### config.mk
export PLATFORM = sky130hd
export DESIGN_NAME = tree_router_node_sync_flat
export DESIGN_NICKNAME = d
export VERILOG_FILES = /design/src/rtl/tree_router_node_sync_if.sv /design/src/rtl/tree_router_node_sync.sv /design/src/flat_wrapper.sv
export SDC_FILE = /design/constraint.sdc
export NUM_CORES = 1
export LEC_CHECK = 0
export CORE_MARGIN = 5
export CORE_UTILIZATION = 30
export DETAILED_ROUTE_END_ITERATION = 6
export PLACE_DENSITY = 0.54
export SYNTH_ARGS = -nofsm -noshare
export SYNTH_HDL_FRONTEND = slang
export SYNTH_SLANG_ARGS = --single-unit
### constraint.sdc
create_clock -name clk -period 4.4 [get_ports clk]
set_clock_uncertainty 0.2 [all_clocks]
set_input_delay 0.88 -clock clk [delete_from_list [all_inputs] [get_ports clk]]
set_output_delay 0.88 -clock clk [all_outputs]
set_load 0.05 [all_outputs]
### src/rtl/tree_router_node_sync_if.sv
// Valid/ready flit bundle covering every port of a router node; slice p of data belongs to port p.
interface tree_router_node_sync_if #(
    parameter int NP = 3,
    parameter int W  = 14
);
    logic [NP-1:0]   valid;
    logic [NP*W-1:0] data;
    logic [NP-1:0]   ready;

    modport master (output valid, output data, input ready);
    modport slave  (input valid, input data, output ready);
endinterface

### src/rtl/tree_router_node_sync.sv
// K-ary tree router node: per-input FIFO, per-output round-robin arbiter feeding a one-entry
// output register. Port 0 faces the parent, port 1+c faces child c.

module tree_router_node_sync_fifo #(
    parameter int W     = 14,
    parameter int DEPTH = 4
) (
    input  logic         clk,
    input  logic         reset,
    input  logic         push,
    input  logic [W-1:0] din,
    input  logic         pop,
    output logic [W-1:0] head,
    output logic         head_vld,
    output logic         full
);
    localparam int AW = $clog2(DEPTH);

    logic [W-1:0]  mem [DEPTH];
    logic [AW-1:0] rd_ptr;
    logic [AW-1:0] wr_ptr;
    logic [AW:0]   cnt;

    always_ff @(posedge clk) begin
        if (reset) begin
            rd_ptr <= '0;
            wr_ptr <= '0;
            cnt    <= '0;
        end else begin
            if (push) wr_ptr <= wr_ptr + AW'(1);
            if (pop)  rd_ptr <= rd_ptr + AW'(1);
            case ({push, pop})
                2'b10:   cnt <= cnt + (AW+1)'(1);
                2'b01:   cnt <= cnt - (AW+1)'(1);
                default: cnt <= cnt;
            endcase
        end
    end

    always_ff @(posedge clk) begin
        if (push) mem[wr_ptr] <= din;
    end

    // No fall-through: a push into an empty FIFO shows at the head one cycle later.
    assign head     = mem[rd_ptr];
    assign head_vld = (cnt != '0);
    assign full     = cnt[AW];
endmodule

module tree_router_node_sync_outp #(
    parameter int W  = 14,
    parameter int NP = 3,
    parameter int PW = 2
) (
    input  logic                  clk,
    input  logic                  reset,
    input  logic [NP-1:0]         req,
    input  logic [NP-1:0][W-1:0]  heads,
    input  logic                  out_ready,
    output logic                  out_valid,
    output logic [W-1:0]          out_data,
    output logic [NP-1:0]         gnt
);
    logic [PW-1:0] ptr;
    logic [PW-1:0] gidx;
    logic          found;
    logic          load_ok;

    // Round-robin: first requester at or above ptr, else first requester below it.
    always_comb begin
        gnt     = '0;
        gidx    = ptr;
        found   = 1'b0;
        load_ok = !out_valid || out_ready;
        for (int i = 0; i < NP; i++) begin
            if (!found && req[i] && (PW'(i) >= ptr)) begin
                found = 1'b1;
                gidx  = PW'(i);
            end
        end
        for (int i = 0; i < NP; i++) begin
            if (!found && req[i]) begin
                found = 1'b1;
                gidx  = PW'(i);
            end
        end
        if (found && load_ok) gnt[gidx] = 1'b1;
    end

    always_ff @(posedge clk) begin
        if (reset) begin
            ptr       <= '0;
            out_valid <= 1'b0;
            out_data  <= '0;
        end else if (|gnt) begin
            out_valid <= 1'b1;
            out_data  <= heads[gidx];
            ptr       <= (gidx == PW'(NP-1)) ? '0 : gidx + PW'(1);
        end else if (out_ready) begin
            out_valid <= 1'b0;
        end
    end
endmodule

module tree_router_node_sync #(
    parameter int WIDTH_PACKET = 14,
    parameter int CHILD_BITS   = 1,
    parameter int LEVELS       = 3,
    parameter int LEVEL        = 2,
    parameter logic [CHILD_BITS*LEVELS-1:0] NODE_ADDR = '0,
    parameter int DEPTH        = 4
) (
    input  logic                     clk,
    input  logic                     reset,
    tree_router_node_sync_if.slave   in_if,
    tree_router_node_sync_if.master  out_if,
    output logic                     err_misroute
);
    localparam int K      = 2**CHILD_BITS;
    localparam int NP     = K + 1;
    localparam int W      = WIDTH_PACKET;
    localparam int ADDR_W = CHILD_BITS * LEVELS;
    localparam int PW     = $clog2(NP);
    localparam int PFX_W  = LEVEL * CHILD_BITS;
    localparam int SH     = ADDR_W - PFX_W - CHILD_BITS;
    // Mask over the address bits this node's ancestors already resolved; zero at the root.
    localparam logic [ADDR_W-1:0] PFX_MASK = ~({ADDR_W{1'b1}} >> PFX_W);

    logic [NP-1:0][W-1:0]  heads;
    logic [NP-1:0]         head_vld;
    logic [NP-1:0]         full;
    logic [NP-1:0]         push;
    logic [NP-1:0]         pop;
    logic [NP-1:0]         drop;
    logic [NP-1:0][PW-1:0] tgt;
    logic [NP-1:0][NP-1:0] req;
    logic [NP-1:0][NP-1:0] gnt;
    logic [NP-1:0]         ov;
    logic [NP-1:0][W-1:0]  od;

    assign in_if.ready  = ~full & {NP{~reset}};
    assign push         = in_if.valid & in_if.ready;
    assign out_if.valid = ov;
    assign out_if.data  = od;

    for (genvar p = 0; p < NP; p++) begin : g_in
        logic [ADDR_W-1:0] dest;

        tree_router_node_sync_fifo #(.W(W), .DEPTH(DEPTH)) u_fifo (
            .clk      (clk),
            .reset    (reset),
            .push     (push[p]),
            .din      (in_if.data[p*W +: W]),
            .pop      (pop[p]),
            .head     (heads[p]),
            .head_vld (head_vld[p]),
            .full     (full[p])
        );

        assign dest   = heads[p][W-1 -: ADDR_W];
        assign tgt[p] = (((dest ^ NODE_ADDR) & PFX_MASK) == '0)
                      ? PW'(dest[SH +: CHILD_BITS]) + PW'(1) : '0;
        // Parent traffic bound back upward has nowhere to go: discard it.
        assign drop[p] = (p == 0) && head_vld[p] && (tgt[p] == '0);
    end

    for (genvar o = 0; o < NP; o++) begin : g_out
        for (genvar i = 0; i < NP; i++) begin : g_req
            assign req[o][i] = head_vld[i] && (tgt[i] == PW'(o)) && !drop[i];
        end

        tree_router_node_sync_outp #(.W(W), .NP(NP), .PW(PW)) u_outp (
            .clk       (clk),
            .reset     (reset),
            .req       (req[o]),
            .heads     (heads),
            .out_ready (out_if.ready[o]),
            .out_valid (ov[o]),
            .out_data  (od[o]),
            .gnt       (gnt[o])
        );
    end

    always_comb begin
        pop = drop;
        for (int o = 0; o < NP; o++) begin
            for (int i = 0; i < NP; i++) begin
                pop[i] = pop[i] | gnt[o][i];
            end
        end
    end

    always_ff @(posedge clk) begin
        if (reset)        err_misroute <= 1'b0;
        else if (drop[0]) err_misroute <= 1'b1;
    end
endmodule

### src/flat_wrapper.sv
// flat-port wrapper written by rule: the top's interface ports become plain ports
module tree_router_node_sync_flat 
#(
    parameter int WIDTH_PACKET = 14,
    parameter int CHILD_BITS   = 1,
    parameter int LEVELS       = 3,
    parameter int LEVEL        = 2,
    parameter logic [CHILD_BITS*LEVELS-1:0] NODE_ADDR = '0,
    parameter int DEPTH        = 4
)
  (clk, reset, err_misroute, in_if_valid, in_if_data, in_if_ready, out_if_valid, out_if_data, out_if_ready);
  tree_router_node_sync_if #(.NP((3)), .W((14))) in_if_i ();
  tree_router_node_sync_if #(.NP((3)), .W((14))) out_if_i ();
  input  logic clk;
  input  logic reset;
  output logic err_misroute;
  input wire logic [$bits(in_if_i.valid)-1:0] in_if_valid;
  input wire logic [$bits(in_if_i.data)-1:0] in_if_data;
  output wire logic [$bits(in_if_i.ready)-1:0] in_if_ready;
  output wire logic [$bits(out_if_i.valid)-1:0] out_if_valid;
  output wire logic [$bits(out_if_i.data)-1:0] out_if_data;
  input wire logic [$bits(out_if_i.ready)-1:0] out_if_ready;
  assign in_if_i.valid = in_if_valid;
  assign in_if_i.data = in_if_data;
  assign in_if_ready = in_if_i.ready;
  assign out_if_valid = out_if_i.valid;
  assign out_if_data = out_if_i.data;
  assign out_if_i.ready = out_if_ready;
  tree_router_node_sync #(.WIDTH_PACKET(WIDTH_PACKET), .CHILD_BITS(CHILD_BITS), .LEVELS(LEVELS), .LEVEL(LEVEL), .NODE_ADDR(NODE_ADDR), .DEPTH(DEPTH)) u_core (.clk(clk), .reset(reset), .in_if(in_if_i), .out_if(out_if_i), .err_misroute(err_misroute));
endmodule
==> flow_summary.json, run 1 <==
{
  "power_density_nw_per_um2": 659,
  "yosys-top-cells-count": "edfxtp_1 (168), dfxtp_1 (79), nand2_1 (69), nor2_1 (43), mux4_2 (40)",
  "detailed_place_hpwl_mm": 17.7,
  "gp_congestion": 0.865,
  "overflow": 0,
  "startpoint": "u_core.g_in[2].u_fifo.cnt[0]",
  "rows": 67,
  "path_cells": "or3_1 -> and4b_1 -> o21bai_1 -> a21oi_1 -> a2111oi_1 -> or3_1 -> ha_1 -> inv_1 -> fa_1 -> xor2_1 -> or3_1 -> a21oi_1",
  "totalWireLength_mm": 24.8,
  "postCtsSetupRepairBufs": 0,
  "cp.arrival_ns": 4.24,
  "synthFlopType": "edfxtp_1",
  "grt_pass1_wl_mm": 37.8,
  "worst_pin_slew_ns": 0.809,
  "synthArstFlopShare": 0,
  "synth_most_common_cell": "edfxtp_1",
  "path_buf_inv": 1,
  "grt_pass1_vias": 6175,
  "min_path_type": "reg2reg",
  "regArea_um2": 6630,
  "dp_cells": 1241,
  "synth_compound_area_frac": 0.0974,
  "synthesis.nets": 779,
  "grt.total_usage": 0.128,
  "hp-start": "u_core.g_out[2].u_outp.out_data[13]",
  "ys_seq_area_frac": 0.658,
  "die_x_um": 193,
  "whs_ns": 0.273,
  "min_period_ns": 3.98,
  "synthMuxAreaShare": 0.0955,
  "numCtsBuffers": 27,
  "die_h_um": 193,
  "timing.rr.start": "u_core.g_in[2].u_fifo.cnt[0]",
  "yosysUniqueCellTypes": 61,
  "ir_worst_vdd_uv": 325,
  "fillers": 3224,
  "crit_path_max_fanout": 6,
  "slew_headroom": 0.461,
  "fin_nets": 890,
  "dieArea_um2": 37400,
  "antenna_left": 0,
  "synth-simple-area-share": 0.0882,
  "avgSynthCellArea_um2": 14.2,
  "yosys.area.top_type": "edfxtp_1",
  "yosysTopAreaCellShare": 0.501,
  "yosysWarningCount": 0,
  "cts_tree": "done",
  "ctsResizeCount": 0,
  "power.leakage_nw": 4.16,
  "synth_area_um2": 10100,
  "synthXorXnorAreaFrac": 0.00956,
  "core_area_um2": 33400,
  "synthTopCellsByArea": "edfxtp_1 (50%), dfxtp_1 (16%), mux4_2 (8.9%)",
  "cpMostUsedCell": "or3_1",
  "max_stage_delay_ns": 0.58,
  "status": "finished, final reports clean",
  "crit_family": "compound AO/OA/AOI/OAI gates",
  "clock_path_buffers": 3,
  "drt-pass1-iter-count": 5,
  "start_util": 0.302,
  "post-route-period-util": 0.903,
  "drc": 0,
  "syn_inst": 711,
  "drive_gt1_frac": 0.120,
  "multi_input_area_um2": 3190,
  "grt_max_degree": 24,
  "wire_per_inst_um": 19.2,
  "clkSinkCount": 247,
  "yosys.area_share.adder": 0.0256,
  "drt-initial-drc-count": 419,
  "area_delta_synth_final_pct": 23.7,
  "rsz0062_at_grt": "false",
  "ys_seq_elements": 247,
  "synth_top_family_by_area": "compound AO/OA/AOI/OAI gates",
  "worstSetupPathType": "reg2reg",
  "root_buffer": "clkbuf_16",
  "synth-edff-count": 168,
  "portBuffers": 98,
  "finalSetupViolCount": 0,
  "via_per_inst": 4.79,
  "p_total_mw": 8.21,
  "final_util": 0.374,
  "num_vias": 6174,
  "h-tree-depth": 1,
  "drv_cap": 0,
  "cp_slowest_cell": "a2111oi_1",
  "final_cells": 1290,
  "endpoint_kind": "register",
  "setup_tns_ns": 0,
  "ios": 99,
  "drv_slew": 0,
  "clock_latency_ns": 0.55,
  "n_antenna_cell": 0,
  "fmax_mhz": 252,
  "crit_required_ns": 4.67,
  "worst_setup_path_start_kind": "register",
  "clk_pin_slew_ns": 0.06,
  "hold_viol_final": 0,
  "antenna_found_initial": 0,
  "ctsHoldBuffers": 0
}
==> cells in the final DEF, fill, tap and decap left out, drive strengths merged, types with 3 or more instances in the layout <==
cell type and instances:
nor4 6, edfxtp 168, and3 13, fa 3
o31ai 6, mux4 40, dfxtp 79, a311oi 3
clkbuf 37, or3 10, a21oi 15, inv 23
buf 24, clkdlybuf4s50 97, xor2 5, o21a 3
a31oi 15, a211oi 12, bufinv 3, nor3b 5
nand2b 6, clkinv 7, o21ai 38, nor3 10
a22oi 22, nor2 43, mux2i 5, ha 15
a221oi 11, nor2b 7, xnor2 6, nand2 69
nor4b 3, and2 5
==> metrics by stage <==
step                      worst slack, ns  instance area [um^2]
after global routing                0.132                 12500
final                               0.425                 12500
after detailed placement            0.389                 11600
after global placement              0.479                 11600
after floorplan                     0.667                 10100
after CTS                           0.415                 12500
==> kinds of logic (layout without fill, tap and decap cells) <==
| group | Yosys count | after routing |
|---|---|---|
| XOR/XNOR | 11 | 11 |
| AND/OR/NAND/NOR | 184 | 184 |
| multiplexers | 46 | 46 |
| AO/OA/AOI/OAI | 143 | 143 |
| adder cells (fa/ha/maj) | 19 | 19 |
| flip-flops | 247 | 247 |
| buffers and inverters | 61 | 192 |
==> final timing paths <==
check | end | slack (ns) | depth (start not counted)
worst max-delay path | u_core.g_in[0].u_fifo.cnt[2] | 0.42 | 12
worst max register to register | u_core.g_in[0].u_fifo.cnt[2] | 0.42 | 12
worst min-delay path | u_core.g_out[2].u_outp.out_data[13] | 0.27 | 1
worst min register to register | u_core.g_out[2].u_outp.out_data[13] | 0.27 | 1
==> layout make-up <==
class                           count  area share
Sequential cell                   247       0.532
Multi-Input combinational cell    403       0.256
Timing Repair Buffer              121      0.0922
Clock buffer                       37      0.0572
Tap cell                          448      0.0450
Clock inverter                     12      0.0117
Inverter                           22     0.00663
==> power breakdown <==
group	internal, mW	leakage, nW	total (mW)	switching [mW]
combinational	1.12	1.57	2.97	1.85
sequential	2.80	2.17	3.02	0.227
clock	1.31	0.413	2.22	0.911
==> layer usage <==
metal  global-route usage  routed length, um  vias to the layer above
met4               0.0469                909                        0
met5                    0                  0                        -
met1                0.181              11200                     3035
met2                0.200              11500                      141
li1                     -                  -                     2958
met3               0.0200               1220                       40
==> sequential cells by signal, indices dropped and copies added, names as in the netlist, named ones only <==
register,flops
u_core.g_in.u_fifo.rd_ptr,6
u_core.g_out.u_outp.out_data,42
u_core.g_in.u_fifo.cnt,9
u_core.err_misroute,1
u_core.g_out.u_outp.out_valid,3
u_core.g_out.u_outp.ptr,6
u_core.g_in.u_fifo.wr_ptr,6
u_core.g_in.u_fifo.mem,168
Power figures use the tool's default switching activity.
==> inputs of run 2 (changes only) <==
--- a/config.mk
+++ b/config.mk
@@ -8,6 +8,7 @@
 export CORE_MARGIN = 5
 export CORE_UTILIZATION = 30
 export DETAILED_ROUTE_END_ITERATION = 6
+export MAX_ROUTING_LAYER = met4
 export PLACE_DENSITY = 0.54
 export SYNTH_ARGS = -nofsm -noshare
 export SYNTH_HDL_FRONTEND = slang
==> flow_summary.json, run 2 (same netlist as run 1, synthesis figures left out) <==
{
  "drv_slew": 0,
  "postCtsSetupRepairBufs": 0,
  "p_int_mw": 5.23,
  "r2r_end": "u_core.g_in[2].u_fifo.cnt[2]",
  "ir_worst_vdd_uv": 326,
  "cts_tree": "done",
  "drt-initial-drc-count": 423,
  "num_vias": 6207,
  "final_util": 0.374,
  "hp-start": "u_core.g_out[2].u_outp.out_data[12]",
  "crit_path_max_fanout": 10,
  "core_area_um2": 33400,
  "met2WireLength_mm": 11.3,
  "start_util": 0.302,
  "ctsResizeCount": 0,
  "grt_pass1_vias": 6167,
  "ctsHoldBuffers": 0,
  "via_per_inst": 4.81,
  "cp.arrival_ns": 4.23,
  "clock_path_buffers": 3,
  "grt_max_degree": 24,
  "clk_pin_slew_ns": 0.06,
  "status": "finished, final reports clean",
  "whs_ns": 0.268,
  "min_period_ns": 3.96,
  "layout_common_cells": "edfxtp_1 (168), clkdlybuf4s50_1 (97), dfxtp_1 (79)",
  "largest_reg_flops": 168,
  "fmax_mhz": 253,
  "power_density_nw_per_um2": 658,
  "pwr-share-clk": 0.270,
  "n_antenna_cell": 0,
  "hold_viol_final": 0,
  "hold_depth": 1,
  "overflow": 0,
  "swShare": 0.363,
  "die_h_um": 193,
  "wire_per_inst_um": 19.3,
  "finalSetupViolCount": 0,
  "clkSinkCount": 247,
  "regArea_um2": 6630,
  "dieArea_um2": 37400,
  "netSwitchingPower_mw": 2.97,
  "grt_pass1_wl_mm": 37.8,
  "rrSetupSlack_ns": 0.44,
  "drive_gt1_frac": 0.120,
  "hold_path_end": "u_core.g_out[2].u_outp.out_data[12]",
  "worstSetupPathType": "reg2reg",
  "ios": 99,
  "fillers": 3224,
  "rsz0062_at_grt": "false",
  "post-route-period-util": 0.900,
  "crit_required_ns": 4.67,
  "combPwrFrac": 0.361,
  "gp_congestion": 0.879,
  "portBuffers": 98,
  "die_x_um": 193,
  "antenna_left": 0,
  "antenna_found_initial": 0,
  "wl_met3_mm": 1.09,
  "rows": 67,
  "multi_input_area_um2": 3190,
  "grt.total_usage": 0.132,
  "setup_tns_ns": 0,
  "fin_nets": 890,
  "clock_latency_ns": 0.55,
  "slew_headroom": 0.471,
  "dp_cells": 1241,
  "layout_commonest_cell": "edfxtp_1",
  "worst_pin_slew_ns": 0.794,
  "area_delta_synth_final_pct": 23.7,
  "regMostFlops": "u_core.g_in.u_fifo.mem",
  "drc": 0,
  "drv_cap": 0,
  "final_cells": 1290,
  "power.leakage_nw": 4.16,
  "p_seq_frac": 0.369,
  "root_buffer": "clkbuf_16",
  "totalWireLength_mm": 24.8,
  "wl_met1_mm": 11.5,
  "top_regs": "u_core.g_in.u_fifo.mem x168, u_core.g_out.u_outp.out_data x42, u_core.g_in.u_fifo.cnt x9",
  "drt-pass1-iter-count": 4,
  "worst_setup_path_start_kind": "register",
  "reg2regPathDepth": 12,
  "endpoint_kind": "register",
  "numCtsBuffers": 27,
  "h-tree-depth": 1,
  "top_layer": "met4",
  "min_path_type": "reg2reg",
  "detailed_place_hpwl_mm": 17.7
}
==> run 2: worst max path at each step <==
stage                                       startpoint                           end  cells past startpoint
after detailed placement               out_if_ready[1]  u_core.g_in[2].u_fifo.cnt[2]                     11
after CTS                 u_core.g_in[2].u_fifo.cnt[0]  u_core.g_in[0].u_fifo.cnt[2]                     12
after global placement                 out_if_ready[1]  u_core.g_in[2].u_fifo.cnt[2]                     11
after global routing                          register  u_core.g_in[2].u_fifo.cnt[2]                     12
after floorplan                               register  u_core.g_in[0].u_fifo.cnt[2]                     12
final                                         register  u_core.g_in[2].u_fifo.cnt[2]                     12
==> run 2: cell type report <==
type	count	area share
inverters	22	0.00663
multi-input cells	403	0.256
clock buffers	37	0.0572
flip-flops and latches	247	0.532
well taps	448	0.0450
repair buffers	121	0.0922
clock inverters	12	0.0117
==> run 2: through the flow <==
step	power [mW]	cell area [um^2]	setup WS, ns
floorplan	5.08	10100	0.667
global placement	6.05	11600	0.479
detailed placement	6.06	11600	0.389
CTS	8.30	12500	0.415
global route	8.64	12500	0.132
finish	8.21	12500	0.442
==> run 2: routing by layer <==
metal | track usage | vias to the layer above
met5 | - | -
met4 | 0.0469 | 0
met3 | 0.0198 | 43
met2 | 0.199 | 161
met1 | 0.182 | 3048
li1 | - | 2955
==> run 2: power by group through the flow <==
stage / logic [mW] / clock network (mW) / registers (mW)
after floorplan: 1.67 / 0 / 3.40
after global placement: 2.97 / 0 / 3.07
after detailed placement: 2.99 / 0 / 3.07
after CTS: 3.00 / 2.27 / 3.03
after global routing: 3.23 / 2.35 / 3.06
final: 2.96 / 2.22 / 3.03
==> run 2: worst max-delay path, stage by stage, from the launching register on <==
cell       delay, ns
dfxtp_1         0.63
mux2i_1         0.25
and4b_1         0.31
o21bai_1        0.22
a2111oi_0       0.67
a211oi_1        0.23
inv_1           0.11
ha_1            0.18
inv_1           0.07
fa_1            0.43
xor2_1          0.15
or3_1           0.30
a21oi_1         0.15
